`src/rtl/note_scheduler.sv`:
```
// note_scheduler: spawns chart notes into a pool of dropper slots and keeps the score state.
// Build macro NOTE_SKIP_EN: a chart entry that stays blocked for lack of a free slot is
// dropped after eight stalled cycles and counted as a miss. Without it the chart just waits.
module note_scheduler #(
    parameter int unsigned NUM_SLOTS   = 4,
    parameter int unsigned CHART_DEPTH = 32,
    parameter int unsigned TICK_W      = 12,
    parameter int unsigned HIT_POINTS  = 10,
    localparam int unsigned AW         = $clog2(CHART_DEPTH)
) (
    input  logic                 frame_clk,
    input  logic                 Reset,
    input  logic [7:0]           keycode,
    input  logic [7:0]           keycode_second,
    output logic [AW-1:0]        chart_addr,
    input  logic                 chart_valid,
    input  logic [TICK_W-1:0]    chart_tick,
    input  logic [1:0]           chart_lane,
    output logic [NUM_SLOTS-1:0] slot_spawn,
    output logic [1:0]           slot_lane,
    output logic                 slot_clear,
    input  logic [NUM_SLOTS-1:0] slot_done,
    input  logic [NUM_SLOTS-1:0] slot_hit,
    output logic [TICK_W-1:0]    song_tick,
    output logic [15:0]          score,
    output logic [7:0]           combo,
    output logic [7:0]           miss_count,
    output logic                 playing,
    output logic                 finished
);
    typedef enum logic [1:0] {StIdle, StPlay, StDrain, StEnd} state_e;

    localparam logic [7:0] KeyStart = 8'h2C;
    localparam logic [7:0] KeyAbort = 8'h29;
    localparam logic [7:0] KeyExit  = 8'h01;

    state_e               state;
    logic [NUM_SLOTS-1:0] reserved, pending, hit_latch;
    logic [NUM_SLOTS-1:0] free_oh, svc_oh, capture;
    logic                 key_start, key_abort, key_exit, active, abort;
    logic                 entry_due, stalled, do_spawn, do_skip;
    logic                 free_found, svc_found, svc_hit, last_entry;
    logic [16:0]          score_sum;
    logic [8:0]           miss_sum;
    logic [1:0]           miss_inc;
    logic [15:0]          score_nx;
    logic [7:0]           combo_nx, miss_nx;
    logic [TICK_W-1:0]    tick_nx;

    assign key_start = (keycode == KeyStart) || (keycode_second == KeyStart);
    assign key_abort = (keycode == KeyAbort) || (keycode_second == KeyAbort);
    assign key_exit  = (keycode == KeyExit)  || (keycode_second == KeyExit);

    assign active     = (state == StPlay) || (state == StDrain);
    assign abort      = active && key_abort;
    // An abort in the same cycle suppresses any spawn or stall bookkeeping.
    assign entry_due  = (state == StPlay) && !key_abort && chart_valid && (chart_tick <= song_tick);
    assign do_spawn   = entry_due && free_found;
    assign stalled    = entry_due && !free_found;
    assign capture    = slot_done & reserved;
    assign svc_hit    = |(svc_oh & hit_latch);
    assign last_entry = (chart_addr == AW'(CHART_DEPTH - 1));
    assign tick_nx    = (song_tick == '1) ? song_tick : song_tick + TICK_W'(1);

    assign slot_spawn = do_spawn ? free_oh : '0;
    assign slot_lane  = do_spawn ? chart_lane : 2'd0;
    assign slot_clear = abort;
    assign playing    = active;
    assign finished   = (state == StEnd);

    // Pick the lowest-index free slot for spawning and the lowest-index pending slot to service
    always_comb begin
        free_found = 1'b0;
        free_oh    = '0;
        svc_found  = 1'b0;
        svc_oh     = '0;
        for (int i = 0; i < int'(NUM_SLOTS); i++) begin
            if (!reserved[i] && !free_found) begin
                free_found = 1'b1;
                free_oh[i] = 1'b1;
            end
            if (pending[i] && !svc_found) begin
                svc_found = 1'b1;
                svc_oh[i] = 1'b1;
            end
        end
    end

`ifdef NOTE_SKIP_EN
    logic [2:0] stall_cnt;

    assign do_skip = stalled && (stall_cnt == 3'd7);

    // Stall counter: counts stalled PLAY cycles, cleared by a spawn, a skip or a new song
    always_ff @(posedge frame_clk or posedge Reset) begin
        if (Reset) begin
            stall_cnt <= '0;
        end else if ((state == StIdle) && key_start) begin
            stall_cnt <= '0;
        end else if (do_spawn || do_skip) begin
            stall_cnt <= '0;
        end else if (stalled) begin
            stall_cnt <= stall_cnt + 3'd1;
        end
    end
`else
    assign do_skip = 1'b0;
`endif

    // Saturating score/combo/miss update for one serviced slot plus an optional skip
    always_comb begin
        score_nx  = score;
        combo_nx  = combo;
        miss_inc  = 2'd0;
        score_sum = {1'b0, score} + 17'(HIT_POINTS);
        if (svc_found) begin
            if (svc_hit) begin
                score_nx = score_sum[16] ? 16'hFFFF : score_sum[15:0];
                combo_nx = (combo == 8'hFF) ? combo : combo + 8'd1;
            end else begin
                combo_nx = '0;
                miss_inc = 2'd1;
            end
        end
        if (do_skip) begin
            combo_nx = '0;
            miss_inc = miss_inc + 2'd1;
        end
        miss_sum = {1'b0, miss_count} + {7'd0, miss_inc};
        miss_nx  = miss_sum[8] ? 8'hFF : miss_sum[7:0];
    end

    // Game FSM together with chart pointer, slot masks and score registers
    always_ff @(posedge frame_clk or posedge Reset) begin
        if (Reset) begin
            state      <= StIdle;
            chart_addr <= '0;
            reserved   <= '0;
            pending    <= '0;
            hit_latch  <= '0;
            song_tick  <= '0;
            score      <= '0;
            combo      <= '0;
            miss_count <= '0;
        end else begin
            unique case (state)
                StIdle: begin
                    if (key_start) begin
                        state      <= StPlay;
                        chart_addr <= '0;
                        reserved   <= '0;
                        pending    <= '0;
                        hit_latch  <= '0;
                        song_tick  <= '0;
                        score      <= '0;
                        combo      <= '0;
                        miss_count <= '0;
                    end
                end
                StPlay, StDrain: begin
                    if (key_abort) begin
                        state    <= StIdle;
                        reserved <= '0;
                        pending  <= '0;
                    end else begin
                        song_tick  <= tick_nx;
                        score      <= score_nx;
                        combo      <= combo_nx;
                        miss_count <= miss_nx;
                        // A slot serviced this cycle is freed; it can respawn next cycle
                        reserved   <= (reserved | slot_spawn) & ~svc_oh;
                        pending    <= (pending | capture) & ~svc_oh;
                        hit_latch  <= (hit_latch & ~capture) | (slot_hit & capture);
                        if (state == StPlay) begin
                            if (do_spawn || do_skip) begin
                                chart_addr <= chart_addr + AW'(1);
                                if (last_entry) begin
                                    state <= StDrain;
                                end
                            end else if (!chart_valid) begin
                                state <= StDrain;
                            end
                        end else if ((reserved == '0) && (pending == '0)) begin
                            state <= StEnd;
                        end
                    end
                end
                StEnd: begin
                    if (key_exit) begin
                        state <= StIdle;
                    end
                end
                default: state <= StIdle;
            endcase
        end
    end

endmodule

```
`config.mk`:
```
export PLATFORM = sky130hd
export DESIGN_NAME = note_scheduler
export DESIGN_NICKNAME = d
export VERILOG_FILES = /design/src/rtl/note_scheduler.sv
export SDC_FILE = /design/constraint.sdc
export NUM_CORES = 1
export LEC_CHECK = 0
export CORE_ASPECT_RATIO = 1.4
export CORE_UTILIZATION = 50
export CTS_CLUSTER_SIZE = 8
export DETAILED_ROUTE_END_ITERATION = 10
export PLACE_DENSITY = 0.79
export SETUP_SLACK_MARGIN = 0.2
export SLEW_MARGIN = 20
export SYNTH_ARGS = -nofsm -noshare
export SYNTH_HDL_FRONTEND = slang
export SYNTH_SLANG_ARGS = --single-unit
```
`constraint.sdc`:
```
create_clock -name frame_clk -period 3.35 [get_ports frame_clk]
set_input_delay 0.67 -clock frame_clk [delete_from_list [all_inputs] [get_ports frame_clk]]
set_output_delay 0.67 -clock frame_clk [all_outputs]
set_load 0.01 [all_outputs]
```
==> run summary <==
The path class of the tightest hold or removal check is register to register. The critical path goes through buf_6 > or4_4 > or4b_4 > and3_4 > buf_6 > o211ai_1 > nor2_1 > buf_2. The worst-case IR drop observed on VDD is 0.539 mV. The most numerous cell type found on the critical path is sky130_fd_sc_hd__buf_6.

Counting the buffers created by CTS gives 9. Library cell with the largest summed area after synthesis: sky130_fd_sc_hd__dfrtp_1. Number of core rows: 38. Synthesis inferred 63 register bits. The most used flip-flop cell after synthesis was sky130_fd_sc_hd__dfrtp_1. The share of the core filled with cells is 74.8%, and the maximum number of buffers from clock root to sink is 2. The die covers 8360 um^2.

The clock sink count came out at 63. The power density normalized to cell area was 670 nW/um^2. The critical path is of the input pin to output port type. 0 antenna diodes ended up in the layout. The detail-routed via count per cell was 6.09; the leakage power was 2.56 nW.

In this run the worst path has a maximum fanout of 2. The simple-gate share of the synthesized area is 22.0%. In this run the number of H-tree levels came out at 3. The post-synth net total was 526; the remaining global-route overflow was 0.

The layout-stage area growth over the synthesis result is 45.0%. The final worst clock skew was 0.0189 ns; the fraction of the yosys area taken by sequential cells was 39.4%. Number of distinct standard cells referenced by the synthesized netlist: 56.

The kind of cell with the highest combined delay along the critical path is simple AND/OR/NAND/NOR gates. After layout, the worst path uses 95.5% of the clock period. Setup repair after global routing could not meet its margin everywhere. For this run, the top clock speed supported by timing is 312 MHz.

For this run, design rule violations remaining after detail routing come to 0. Number of max-slew violations in the final report: 0. The first global-routing pass estimated 19,600 um of wire. The tools report the buffer cell driving the clock tree root as sky130_fd_sc_hd__clkbuf_8. In the synthesized netlist, mux cells make up 0.532% of the area.

The tool flagged a number of max-cap violations equal to 0. The post-layout minimum cycle time is 3.20 ns. STA classifies the critical path startpoint as an input pin. Number of antenna violations at the first check in global routing: 0. The tools report the worst relative slew slack as 42.3%.

The HPWL after detailed placement was 8590 um. The synthesized netlist devotes 24.2% of its cell area to compound gates. The synthesized netlist devotes 6.88% of its cell area to adder and majority cells. Detailed routing inserted a total of 4,363 vias. For this design, the CTS-stage hold fixing added 0 buffers.

The starting density of the core was 51.6%; the setup violation total in the final timing report was 0. The ratio of cells with drive above 1 in the final layout came out at 22.9%. The slew at the pin closest to its max-slew limit was 0.862 ns; the post-placement setup slack was -0.500 ns.

The top cell type's share of synthesized area is 39.4%. In this run the remaining antenna-violating nets after routing total 0. Measured along the x axis, the die boundary spans 77.6 um. The congestion estimate from routability-driven global placement came to 0.901. The logs give 7750 um^2 for the area of the core and 35 for the maximum number of pins on one net before global-route repair. Combinational family with the most area after synthesis: compound AO/OA/AOI/OAI gates.

The library cells used most frequently in the layout, excluding fill and tap cells, are sky130_fd_sc_hd__clkdlybuf4s50_1 (71), sky130_fd_sc_hd__dfrtp_1 (63), sky130_fd_sc_hd__buf_4 (53). The number of input and output port buffers inserted is 98. For this run, the slowest stage of the critical path takes 0.53 ns. The run gives 29.8% as the global router's overall resource usage. Wires add up to 12,600 um. The worst setup path is captured at an output port. For this run, the number of Yosys warnings is 0. Summing every instance area after synthesis gives 4000 um^2. For the worst setup path, the data required time is 2.68 ns. The number of global-route vias before repair was 4,203. The post-synthesis area per instance works out to 8.64 um^2. The most common library cell in the layout ignoring fill and taps is sky130_fd_sc_hd__clkdlybuf4s50_1. The arrival time reported for the critical path endpoint is 2.53 ns. The flow ran to the end, and the final reports show no timing, DRC or antenna violations.

Of the total synthesized cell area, the portion taken by XOR and XNOR cells is 1.10%. TritonCTS built the clock tree. Ranked by total cell area, the synthesized netlist is headed by sky130_fd_sc_hd__dfrtp_1 (39%), sky130_fd_sc_hd__ha_1 (6.9%), sky130_fd_sc_hd__o21ai_0 (5.5%).

The tools report the clock latency reported for the late side of the worst-skew pair as 0.35 ns. Of all flip-flops after synthesis, the portion carrying an async set or reset was 100%. For the number of placed I/O pins, the log shows 99.

After the first detailed-routing iteration, the DRC count stood at 417. The average wire per cell in the routed design works out to 17.5 um. The hold violation count in the final report came out at 0.

After clock tree synthesis, the clock-pin slew on the worst setup and hold paths is 0.07 ns. The floorplan step set the die height to 108 um. The slowest cell on the critical path is sky130_fd_sc_hd__or4b_4. For the number of nets in the final layout, the log shows 675. The buffer and inverter count on the worst path is 3, and the synthesized instance count is 463.

The tools report the number of iterations in the first detailed-routing pass as 5. Yosys mapped a number of flops with a built-in enable equal to 0. Final worst slack: 0.149 ns.
[sequential cells by signal (all words and copies together), names as in the netlist]
signal and count:
song_tick 12, reserved 4, combo 8, pending 4, miss_count 8, score 16, state 2, hit_latch 4
chart_addr 5
[cells in the mapped netlist (9+ instances only)]
master                      n
sky130_fd_sc_hd__a21o_1     9
sky130_fd_sc_hd__a21oi_1   32
sky130_fd_sc_hd__a22o_1    11
sky130_fd_sc_hd__and3_1     9
sky130_fd_sc_hd__clkbuf_1   9
sky130_fd_sc_hd__dfrtp_1   63
sky130_fd_sc_hd__ha_1      22
sky130_fd_sc_hd__inv_1     31
sky130_fd_sc_hd__nand2_1   42
sky130_fd_sc_hd__nand3_1   18
sky130_fd_sc_hd__nand4_1   16
sky130_fd_sc_hd__nor2_1    37
sky130_fd_sc_hd__o21ai_0   44
sky130_fd_sc_hd__o21ai_1   12
[kinds of logic (layout without fill, tap and decap cells)]
group / Yosys count / in the layout
adder cells (fa/ha/maj): 22 / 22
multiplexers: 2 / 2
AND/OR/NAND/NOR: 170 / 170
XOR/XNOR: 5 / 5
AO/OA/AOI/OAI: 149 / 149
buffers and inverters: 52 / 205
flip-flops: 63 / 63
[report_power, final]
| group | leakage (nW) | internal [mW] | switching (mW) |
|---|---|---|---|
| Combinational | 1.60 | 1.03 | 1.32 |
| Sequential | 0.868 | 0.845 | 0.0915 |
| Clock | 0.0922 | 0.304 | 0.298 |
| Total | 2.56 | 2.18 | 1.71 |
[per-layer routing]
metal,vias to the layer above,track usage [%],wire length [um],part of all wire [%]
met4,0,13.3,386,3.1
li1,2000,-,-,-
met2,223,54.7,6630,53
met3,42,5.42,808,6.4
met1,2098,33.2,4740,38
met5,-,0,0,0
[worst register-to-register path: cells and delay by family, from the launching register on]
| kind | cells | cell delay [ns] |
|---|---|---|
| flops | 1 | 0.39 |
| simple gates | 4 | 1.03 |
| fa+ha+maj | 1 | 0.29 |
| buf+inv | 9 | 1.13 |
| compound gates | 1 | 0.16 |
[stage by stage]
stage               total power [mW]  instances  hold slack [ns]  setup TNS [ns]  area, um^2
floorplan                       2.22        463            0.518               0        4000
global placement                3.00        679            0.502           -5.88        5310
detailed placement              3.09        679            0.516           -7.88        5310
CTS                             3.75        703            0.534               0        5640
global route                    4.11        716            0.554               0        5800
finish                          3.89        716            0.533               0        5800
[timing repair]
item,CTS,global route
pin swaps,31,32
buffers inserted,9,13
setup endpoints to repair,17,14
resized for setup,71,51
[layout make-up]
type / instances / area, um^2
clock buffers: 12 / 155
clock inverters: 3 / 18.8
fillers: 541 / 1950
inverters: 31 / 116
multi-input cells: 348 / 2400
flip-flops and latches: 63 / 1580
well taps: 100 / 125
repair buffers: 159 / 1400
[path summary, 6_finish.rpt]
check                                          from                   endpoint  slack (ns)  depth (start not counted)
max in group asynchronous                     Reset       combo[6]$_DFFE_PP0P_        1.92                          3
min in group asynchronous                     Reset  miss_count[4]$_DFFE_PP0P_        0.79                          2
max reg2reg                song_tick[4]$_DFFE_PP0P_  chart_addr[3]$_DFFE_PP0P_        0.30                         15
min reg2reg                    combo[1]$_DFFE_PP0P_       combo[1]$_DFFE_PP0P_        0.53                          2
min                            combo[1]$_DFFE_PP0P_       combo[1]$_DFFE_PP0P_        0.53                          2
max                                      keycode[4]              slot_spawn[0]        0.15                          8
Power figures use the tool's default switching activity.
